[config.mk]
export PLATFORM = sky130hd
export DESIGN_NAME = mem_port_arbiter
export DESIGN_NICKNAME = d
export VERILOG_FILES = /design/src/rtl/mem_port_arbiter.sv
export SDC_FILE = /design/constraint.sdc
export NUM_CORES = 1
export LEC_CHECK = 0
export CAP_MARGIN = 20
export CORE_UTILIZATION = 44
export CTS_CLUSTER_DIAMETER = 200
export DETAILED_ROUTE_END_ITERATION = 8
export PLACE_DENSITY = 0.94
export SYNTH_ARGS = -nofsm -noshare
export SYNTH_HDL_FRONTEND = slang
export SYNTH_SLANG_ARGS = --single-unit
export TNS_END_PERCENT = 5
[constraint.sdc]
create_clock -name clk -period 4.4 [get_ports clk]
set_input_delay 0.88 -clock clk [delete_from_list [all_inputs] [get_ports clk]]
set_output_delay 0.88 -clock clk [all_outputs]
set_load 0.03 [all_outputs]
[src/rtl/mem_port_arbiter.sv]
// mem_port_arbiter
//   Shares one single-ported, fixed-latency memory between the instruction
//   fetch requester (IF stage) and the data requester (MEM stage). Each
//   access is granted in IDLE, held on the memory port for MEM_LAT cycles
//   (ACCESS), then acknowledged with a one-cycle pulse (RESP). Data requests
//   win over fetch because the MEM stage holds the older instruction.
//
// Optional feature (compile-time macro MEMARB_FAIR_EN):
//   When defined, a streak counter limits consecutive data grants made while
//   fetch is waiting to STREAK_MAX; the next contested grant then goes to
//   fetch. When undefined, data priority is strict and fetch can starve.
//
// Parameters:
//   ADDR_W      address width
//   DATA_W      data width
//   MEM_LAT     memory latency in cycles, 1..15
//   STREAK_MAX  consecutive data grants allowed while fetch waits
//
// Ports:
//   clk         clock, rising edge
//   rst         synchronous active-low reset
//   if_req      fetch request, held until if_ack
//   if_addr     fetch address
//   if_ack      one-cycle fetch completion pulse
//   if_rdata    registered fetch data, held until next fetch completes
//   dm_req      data request, held until dm_ack
//   dm_we       data write enable (1 = write)
//   dm_addr     data address
//   dm_wdata    data write value
//   dm_ack      one-cycle data completion pulse (reads and writes)
//   dm_rdata    registered data read value, unchanged by writes
//   mem_en      memory access active
//   mem_we      memory write enable
//   mem_addr    memory address
//   mem_wdata   memory write data
//   mem_rdata   memory read data, valid in the last ACCESS cycle
//   busy        high in ACCESS and RESP
module mem_port_arbiter #(
  parameter int unsigned ADDR_W     = 32,
  parameter int unsigned DATA_W     = 32,
  parameter int unsigned MEM_LAT    = 1,
  parameter int unsigned STREAK_MAX = 4
) (
  input  logic              clk,
  input  logic              rst,
  input  logic              if_req,
  input  logic [ADDR_W-1:0] if_addr,
  output logic              if_ack,
  output logic [DATA_W-1:0] if_rdata,
  input  logic              dm_req,
  input  logic              dm_we,
  input  logic [ADDR_W-1:0] dm_addr,
  input  logic [DATA_W-1:0] dm_wdata,
  output logic              dm_ack,
  output logic [DATA_W-1:0] dm_rdata,
  output logic              mem_en,
  output logic              mem_we,
  output logic [ADDR_W-1:0] mem_addr,
  output logic [DATA_W-1:0] mem_wdata,
  input  logic [DATA_W-1:0] mem_rdata,
  output logic              busy
);

  if (MEM_LAT < 1 || MEM_LAT > 15 || STREAK_MAX < 1) begin : g_bad_cfg
    $error("mem_port_arbiter: MEM_LAT must be 1..15 and STREAK_MAX >= 1");
  end

  typedef enum logic [1:0] {
    IDLE,
    ACCESS,
    RESP
  } state_t;

  typedef enum logic {
    OWN_IF,
    OWN_DM
  } owner_t;

  localparam int unsigned    CNT_W    = 4;
  localparam logic [CNT_W-1:0] CNT_LOAD = CNT_W'(MEM_LAT - 1);

  state_t             state;
  owner_t             owner;
  logic [CNT_W-1:0]   cnt;
  logic               grant_dm;
  logic               grant_if;

`ifdef MEMARB_FAIR_EN
  localparam int unsigned STREAK_W = (STREAK_MAX < 2) ? 1 : $clog2(STREAK_MAX + 1);

  logic [STREAK_W-1:0] streak;
  logic                fetch_due;

  // Fetch has waited through the maximum run of data grants.
  assign fetch_due = if_req && (streak == STREAK_W'(STREAK_MAX));
`endif

  // Grant decision is only acted on in IDLE.
  always_comb begin
    grant_dm = dm_req;
    grant_if = if_req && !dm_req;
`ifdef MEMARB_FAIR_EN
    if (fetch_due) begin
      grant_dm = 1'b0;
      grant_if = 1'b1;
    end
`endif
  end

`ifdef MEMARB_FAIR_EN
  // Counts data grants that made a waiting fetch wait longer; any fetch grant
  // or an uncontested data grant ends the streak.
  always_ff @(posedge clk) begin
    if (!rst) begin
      streak <= '0;
    end else if (state == IDLE) begin
      if (grant_if) begin
        streak <= '0;
      end else if (grant_dm) begin
        streak <= if_req ? streak + STREAK_W'(1) : '0;
      end
    end
  end
`endif

  always_ff @(posedge clk) begin
    if (!rst) begin
      state     <= IDLE;
      owner     <= OWN_IF;
      cnt       <= '0;
      if_ack    <= 1'b0;
      dm_ack    <= 1'b0;
      if_rdata  <= '0;
      dm_rdata  <= '0;
      mem_en    <= 1'b0;
      mem_we    <= 1'b0;
      mem_addr  <= '0;
      mem_wdata <= '0;
      busy      <= 1'b0;
    end else begin
      if_ack <= 1'b0;
      dm_ack <= 1'b0;

      unique case (state)
        IDLE: begin
          if (grant_dm || grant_if) begin
            state  <= ACCESS;
            busy   <= 1'b1;
            mem_en <= 1'b1;
            cnt    <= CNT_LOAD;
            if (grant_dm) begin
              owner     <= OWN_DM;
              mem_we    <= dm_we;
              mem_addr  <= dm_addr;
              mem_wdata <= dm_wdata;
            end else begin
              owner     <= OWN_IF;
              mem_we    <= 1'b0;
              mem_addr  <= if_addr;
              mem_wdata <= '0;
            end
          end
        end

        ACCESS: begin
          if (cnt != '0) begin
            cnt <= cnt - CNT_W'(1);
          end else begin
            state  <= RESP;
            mem_en <= 1'b0;
            mem_we <= 1'b0;
            // mem_we still holds the latched write flag in this last cycle.
            if (owner == OWN_IF) begin
              if_rdata <= mem_rdata;
              if_ack   <= 1'b1;
            end else begin
              if (!mem_we) begin
                dm_rdata <= mem_rdata;
              end
              dm_ack <= 1'b1;
            end
          end
        end

        RESP: begin
          state <= IDLE;
          busy  <= 1'b0;
        end

        default: begin
          state  <= IDLE;
          busy   <= 1'b0;
          mem_en <= 1'b0;
          mem_we <= 1'b0;
        end
      endcase
    end
  end

endmodule

# Word-level counts from Yosys, hierarchy flattened
# Index checks and enable logic that the tools add are counted.
dict set report word_totals {
  input_bits 133
  out_inout_bits 133
  register_bits 140
  wordCells 56
}
dict set report op_classes {
  mux 18
  n_reduce_logical 14
  n_addsub 1
  n_bitwise 6
  eq_ne 5
}
# op n
set op_table {}
lappend op_table {{32-bit two-way mux} 2}
lappend op_table {{3-bit AND reduction} 3}
lappend op_table {{4-bit two-way mux} 2}
lappend op_table {{4-bit case mux with 2 select lines} 1}
lappend op_table {{1-bit two-way mux} 7}
lappend op_table {{2-bit inequality test (second input constant)} 3}
lappend op_table {{1-bit inverter} 6}
lappend op_table {{1-bit case mux with 3 select lines} 2}
lappend op_table {{2-bit AND reduction} 3}
lappend op_table {{2-bit two-way mux} 2}
lappend op_table {{2-bit case mux with 2 select lines} 1}
lappend op_table {{4-bit AND reduction} 1}
lappend op_table {{4-bit nonzero test} 1}
lappend op_table {{4-bit by 1-bit subtractor with 4-bit output (second input constant)} 1}
lappend op_table {{3-bit OR reduction} 1}
lappend op_table {{2-bit by 1-bit == test with 1-bit output (second input constant)} 1}
lappend op_table {{2-bit == test (second input constant)} 1}
lappend op_table {{2-bit zero test} 1}
lappend op_table {{1-bit case mux with 2 select lines} 1}
lappend op_table {{2-bit nonzero test} 1}
lappend op_table {{1-bit logical AND} 1}
lappend op_table {{1-bit zero test} 1}
lappend op_table {{1-bit logical OR} 1}

# Longest topological paths before layout
# Gate-level depths: netlist (run 1).
dict set report depth {
  word_depth 5
  ltp_mapped 7
  mapped_depth_nobuf 5
}

# Worst setup path after synthesis (run 1)
# Ideal clock, no wire load.
dict set report synth_path {
  path_kind {input port to flip-flop}
  start {in dm_req}
  end {reg mem_wdata[22]}
  required_ps 4330
  setup_slack_ps 2354
  t_arrival_ps 1975
  setup_ps 70
  n_path_buf 2
  stages 5
  cell_sequence {buf_2 -> nor3b_1 -> clkbuf_1 -> nand2_1 -> a21oi_1}
}
dict set report synth_between {
  elab_chain_cells 4
  word_cells_on_any_way 5
  cone_classes {mux (1); reduce/logical (4)}
}
# element line_no
set synth_lines {}
lappend synth_lines {{start, declared} 50} ;# input logic dm_req,
lappend synth_lines {{1-bit zero test} 101} ;# grant_if = if_req && !dm_req;
lappend synth_lines {{1-bit logical AND} 101}
lappend synth_lines {{1-bit logical OR} 146} ;# if (grant_dm || grant_if) begin
lappend synth_lines {{2-bit AND reduction (no source line)} -}
lappend synth_lines {{end signal, assigned} 155} ;# mem_wdata <= dm_wdata;
lappend synth_lines {{end, declared} 59} ;# output logic [DATA_W-1:0] mem_wdata,
# Several ways; a longest one is shown, not always the timed one.
# A chain may end at the register's enable or synchronous reset.

# Worst setup path after layout (run 1)
dict set report layout_path {
  start {reg busy}
  end {out busy}
}
# element line_no
set layout_rtl {}
lappend layout_rtl {{start, declared} 61} ;# output logic busy
lappend layout_rtl {{start signal, assigned} 139} ;# busy <= 1'b0;
lappend layout_rtl {{start signal, assigned} 148} ;# busy <= 1'b1;
lappend layout_rtl {{start signal, assigned} 187} ;# busy <= 1'b0;
# No word-level cell between the ends.

==> results.cfg, run 1 <==
[clocking]
cts_hold_buffers = 0
clk_latency_ps = 400
cts_sinks = 140
post-cts-setup-buffers = 0
cts_resized = 0
clkTransAtPathRegs_ps = 60
clockRootBuffer = clkbuf_16
cts_tree = yes
cts_buffers = 17
cts_buffer_depth = 2
cts_htree_levels = 4

[yosys]
synth_area_um2 = 5490
synth.distinct_cells = 35
yosysTopAreaCell = dfxtp_1
syn-num-nets = 725
ys_warn_count = 0
synth_compound_area_share_pct = 14.9
synth_adder_area_share_pct = 0.456
avgSynthCellArea_um2 = 9.31
synth-xor-area-share_pct = 0
synthCells = 590
synth_top_family_by_area = multiplexers
synth-seq-area-share_pct = 51.0
synth_mux_area_share_pct = 17.7
synth_seq_cells = 140
synth_top_area_share_pct = 51.0
yosys.area_share.simple_pct = 11.5
synth.top_cells.by_area = dfxtp_1 (51%), mux2i_1 (18%), nand2_1 (9.0%)

[worst_setup_path]
worstPathRequired_ps = 3520
r2r_slack_ps = 2050
cp_slowest_stage_delay_ps = 760
critPathLaunchType = register
path_cells = clkdlybuf4s50_1
critPathTopFamily = buffers and inverters
slowest_stage = clkdlybuf4s50_1
crit_arrival_ps = 1500
critical_path_buf_inv_count = 1
worst_setup_path_end_kind = primary output
crit_fanout = 2
critPathKind = register to primary output

[global_route]
grt_first_pass_wirelength_um = 24600
first_global_vias = 5227
grt_usage_pct = 24.3
grt_start_max_net_pins = 102
grt.overflow.total = 0
antenna_found_initial = 0

[die]
dieArea_um2 = 12900
initial_core_util_pct = 45.3
ioPinCount = 266
die_w_um = 114
coreArea_um2 = 12100
die_h_um = 114
fp-row-count = 40

[sta]
finalSetupViolations = 0
fin_crit_sh_pct = 54.2
drv_slew = 0
worst_pin_slew_ps = 1010
final.setup_skew_ps = 6.40
hold_viol_final = 0
finalSetupTns_ps = 0
relSlewSlack_pct = 32.7
fmax_ghz = 0.420
fin_crit_ps = 2380
hold_slack_ps = 455
rsz0062_at_grt = false

[power_and_ir_drop]
ir_drop_mv = 0.278
p_per_area_nw_per_um2 = 403
leakagePower_nw = 3.67

[placement]
place.gp.congestion = 0.819
port_buffers = 265
dp_hpwl_um = 11200

[min_path]
hold_path.class = register to register

[route]
wirelength_um = 15800
drc_errors = 0
wl_per_cell_um = 15.6
ant_nets = 0
dr_total_vias = 5198
drtIter0Drc = 329
vias_per_cell = 5.13
dr.pass1.iters = 5

[cells_and_area]
drive_above_1_share_pct = 5.80
antennaDiodeCount = 0
final_cell_mix = clkdlybuf4s50_1 (263), dfxtp_1 (140), nand2_1 (131)
final_util_pct = 72.6
area_growth_pct = 60.2
mostFrequentLayoutCell = clkdlybuf4s50_1
layout.nets = 967

[outcome]
status = finished, final reports clean

[flow_run]
maxCapViolCount = 0
[cell usage after synthesis]
| cell | count |
|---|---|
| dfxtp_1 | 140 |
| nand2_1 | 131 |
| mux2i_1 | 97 |
| a21oi_1 | 69 |
| clkbuf_1 | 40 |
| a211oi_1 | 32 |
| o21ai_0 | 22 |
| o21ai_1 | 12 |
| buf_2 | 4 |
| buf_6 | 4 |
| nor2_1 | 4 |
| buf_1 | 3 |
| inv_1 | 3 |
| a41o_1 | 2 |
| ha_1 | 2 |
| nand2b_1 | 2 |
| nor2b_1 | 2 |
| nor3_1 | 2 |
| nor3b_1 | 2 |
| nor4_1 | 2 |
| a211o_1 | 1 |
| and2_1 | 1 |
| and3_1 | 1 |
| inv_2 | 1 |
| nand3_1 | 1 |
| nand4_1 | 1 |
| nand4b_1 | 1 |
| o211a_1 | 1 |
| o211ai_1 | 1 |
| o221ai_1 | 1 |
| o31ai_1 | 1 |
| or2_1 | 1 |
| or2_2 | 1 |
| or3_1 | 1 |
| or3b_4 | 1 |
[report_power, final]
part	internal (mW)	total, mW	leakage, nW	switching (mW)
sequential	1.36	1.41	1.15	0.0491
clock	0.839	1.38	0.275	0.546
combinational	0.345	0.751	2.25	0.405
[through the flow]
stage / area [um2] / cells / worst slack [ps] / power [mW]
floorplan: 5490 / 590 / 2350 / 1.83
finish: 8790 / 1013 / 2020 / 3.54
detailed placement: 8190 / 980 / 1830 / 2.18
global route: 8790 / 1013 / 1900 / 3.68
CTS: 8770 / 1012 / 2010 / 3.56
global placement: 8190 / 980 / 1890 / 2.16
[layout make-up]
cell class	instances	area (um2)
repair buffers	274	2730
multi-input cells	395	2460
well taps	168	210
inverters	4	15.0
fillers	866	3320
clock buffers	19	433
flip-flops and latches	140	2800
clock inverters	13	144
[state kept, by name (all words and copies together) (netlist names)]
| signal | cells |
|---|---|
| state | 2 |
| dm_rdata | 32 |
| mem_wdata | 32 |
| if_ack | 1 |
| mem_we | 1 |
| owner | 1 |
| cnt | 4 |
| mem_en | 1 |
| if_rdata | 32 |
| dm_ack | 1 |
| busy | 1 |
| mem_addr | 32 |
[metal layers]
layer | routed length, um | up-vias | track usage (%)
met5 | 0 | - | 0
met4 | 402 | 0 | 11.1
met3 | 1160 | 28 | 6.38
met2 | 8220 | 223 | 45.0
met1 | 5970 | 2408 | 25.6
li1 | - | 2539 | -
[path summary, 6_finish.rpt]
kind,depth (start not counted),to,start
worst max-delay path,1,busy,busy$_SDFFE_PN0P_
worst min-delay path,2,if_rdata[7]$_SDFFE_PN0P_,if_rdata[7]$_SDFFE_PN0P_
worst max register to register,5,if_rdata[24]$_SDFFE_PN0P_,cnt[0]$_SDFFE_PN0P_
worst min register to register,2,if_rdata[7]$_SDFFE_PN0P_,if_rdata[7]$_SDFFE_PN0P_
[cells by family (layout without fill, tap and decap cells)]
logic type	count (synthesis)	in the layout
flip-flops	140	140
AND/OR/NAND/NOR	154	154
AO/OA/AOI/OAI	142	142
multiplexers	97	97
adder cells (fa/ha/maj)	2	2
buffers and inverters	55	310
Note: power is estimated with default switching activity, not from simulation.
==> run 2: changes to the inputs <==
--- a/config.mk
+++ b/config.mk
@@ -6,10 +6,10 @@
 export NUM_CORES = 1
 export LEC_CHECK = 0
 export CAP_MARGIN = 20
-export CORE_UTILIZATION = 44
+export CORE_UTILIZATION = 37
 export CTS_CLUSTER_DIAMETER = 200
 export DETAILED_ROUTE_END_ITERATION = 8
-export PLACE_DENSITY = 0.94
+export PLACE_DENSITY = 0.85
 export SYNTH_ARGS = -nofsm -noshare
 export SYNTH_HDL_FRONTEND = slang
 export SYNTH_SLANG_ARGS = --single-unit
==> constraint.sdc (replaced) <==
create_clock -name clk -period 1.9 [get_ports clk]
set_input_delay 0.38 -clock clk [delete_from_list [all_inputs] [get_ports clk]]
set_output_delay 0.38 -clock clk [all_outputs]
set_load 0.03 [all_outputs]
==> run 2 against run 1 <==
  * Flip-flop and latch count unchanged
  * Clock skew is essentially flat
  * Setup slack worse by 2000 ps
  * Sequential power grew 130%
  * Critical endpoint is now mem_addr[1]
  * Non-clock buffer count is 12 higher
  * Register-to-register slack worse by 2000 ps
  * Core utilization shrank 10 points
  * Wire length shrank 1.0%
==> results.cfg, run 2 (synthesis gave the netlist of run 1 again) <==
[worst_setup_path]
critPathLaunchType = register
worstPathRequired_ps = 1520
crit_cells = 1
critPathTopFamily = buffers and inverters
worst_setup_path_end_kind = primary output
r2r.worst_path.cells = 6
cp_slowest_stage_delay_ps = 690
critPathKind = register to primary output
slowest_stage = clkdlybuf4s50_1
path_cells = clkdlybuf4s50_1
critical_path_buf_inv_count = 1
crit_fanout = 2
crit_arrival_ps = 1470

[power_and_ir_drop]
p_per_area_nw_per_um2 = 933
leakagePower_nw = 3.82
p_switching_mw = 2.23
seq_power_share_pct = 38.6
ir_drop_mv = 0.585
p_comb_share_pct = 21.2
p_sw_share_pct = 26.5
pwr-share-clk_pct = 40.2
intPower_mw = 6.21

[die]
fp-row-count = 44
coreArea_um2 = 14500
ioPinCount = 266
die_h_um = 124
initial_core_util_pct = 37.9
die_w_um = 124
dieArea_um2 = 15300

[global_route]
grt.overflow.total = 0
grt_usage_pct = 20.0
first_global_vias = 4820
antenna_found_initial = 0
grt_start_max_net_pins = 76
grt_first_pass_wirelength_um = 23500

[cells_and_area]
drive_above_1_share_pct = 7.13
layout.nets = 979
antennaDiodeCount = 0
final_util_pct = 62.5
mostFrequentLayoutCell = clkdlybuf4s50_1
area_growth_pct = 64.8
final_cell_mix = clkdlybuf4s50_1 (260), dfxtp_1 (140), nand2_1 (131)

[route]
dr_total_vias = 5138
ant_nets = 0
vias_per_cell = 4.95
drc_errors = 0
drtIter0Drc = 259
wirelength_um = 15600
wl_per_cell_um = 15.0
dr.pass1.iters = 7

[clocking]
cts_hold_buffers = 0
clockRootBuffer = clkbuf_16
cts_buffers = 17
cts_tree = yes
cts_buffer_depth = 2
post-cts-setup-buffers = 0
clkTransAtPathRegs_ps = 60
clk_latency_ps = 410
cts_htree_levels = 4
cts_sinks = 140

[placement]
preCtsSetupSlack_ps = -37.0
place.gp.congestion = 0.774
port_buffers = 265
dp_hpwl_um = 10900

[outcome]
status = finished, final reports clean

[min_path]
hold_path.class = primary input to register
min_path_cells = 3

[sta]
worst_pin_slew_ps = 371
fmax_ghz = 0.539
finalSetupViolations = 0
rsz0062_at_grt = false
fin_crit_sh_pct = 97.6
fin_crit_ps = 1850
relSlewSlack_pct = 75.2
setup_ws_ps = 45.3
hold_viol_final = 0
drv_slew = 0
final.setup_skew_ps = 6.58

[flow_run]
maxCapViolCount = 0
[run 2: cell type report]
type                    instances  area, um2
multi-input cells             395       2470
clock inverters                 6        109
repair buffers                286       2930
clock buffers                  24        502
well taps                     184        230
inverters                       4       15.0
fillers                      1226       5430
flip-flops and latches        140       2800
[run 2: metrics by stage]
step	cells	area (um2)	hold WS (ps)	setup TNS [ps]	power (mW)
2_1_floorplan	590	5490	462	0	4.24
3_3_place_gp	1007	8380	444	0	5.07
3_5_place_dp	1007	8380	451	-817	5.09
4_1_cts	1038	9020	288	0	8.53
5_1_grt	1039	9050	326	0	8.79
6_report	1039	9050	319	0	8.44
[run 2: power by group through the flow]
stage | sequential [mW] | clock, mW | combinational, mW
finish | 3.26 | 3.40 | 1.79
global route | 3.28 | 3.60 | 1.90
CTS | 3.26 | 3.49 | 1.79
detailed placement | 3.32 | 0 | 1.77
global placement | 3.31 | 0 | 1.75
floorplan | 3.70 | 0 | 0.538
[run 2: path summary, 6_finish.rpt]
path / slack, ps / start / to
max: 50 / mem_addr[1]$_SDFFE_PN0P_ / mem_addr[1]
min: 320 / dm_req / owner$_SDFFE_PN0P_
max reg2reg: 60 / cnt[1]$_SDFFE_PN0P_ / if_rdata[3]$_SDFFE_PN0P_
min reg2reg: 460 / dm_rdata[29]$_SDFFE_PN0P_ / dm_rdata[29]$_SDFFE_PN0P_
[run 2: tightest hold or removal path, stage by stage]
cell and delay (ps):
buf_2 150, nand2_1 90, a21oi_1 60
[run 2: timing repair]
item,4_1_cts,5_1_grt
pin swaps,0,1
endpoints found under the setup margin,34,6
resized for setup,4,3
cloned,1,1
[run 2: metal layers]
metal	global-route usage, %	up-vias	wire length [um]
met5	0	-	0
met3	7.01	27	1410
met2	33.8	201	7530
met1	22.8	2358	6340
li1	-	2552	-
met4	8.73	0	312
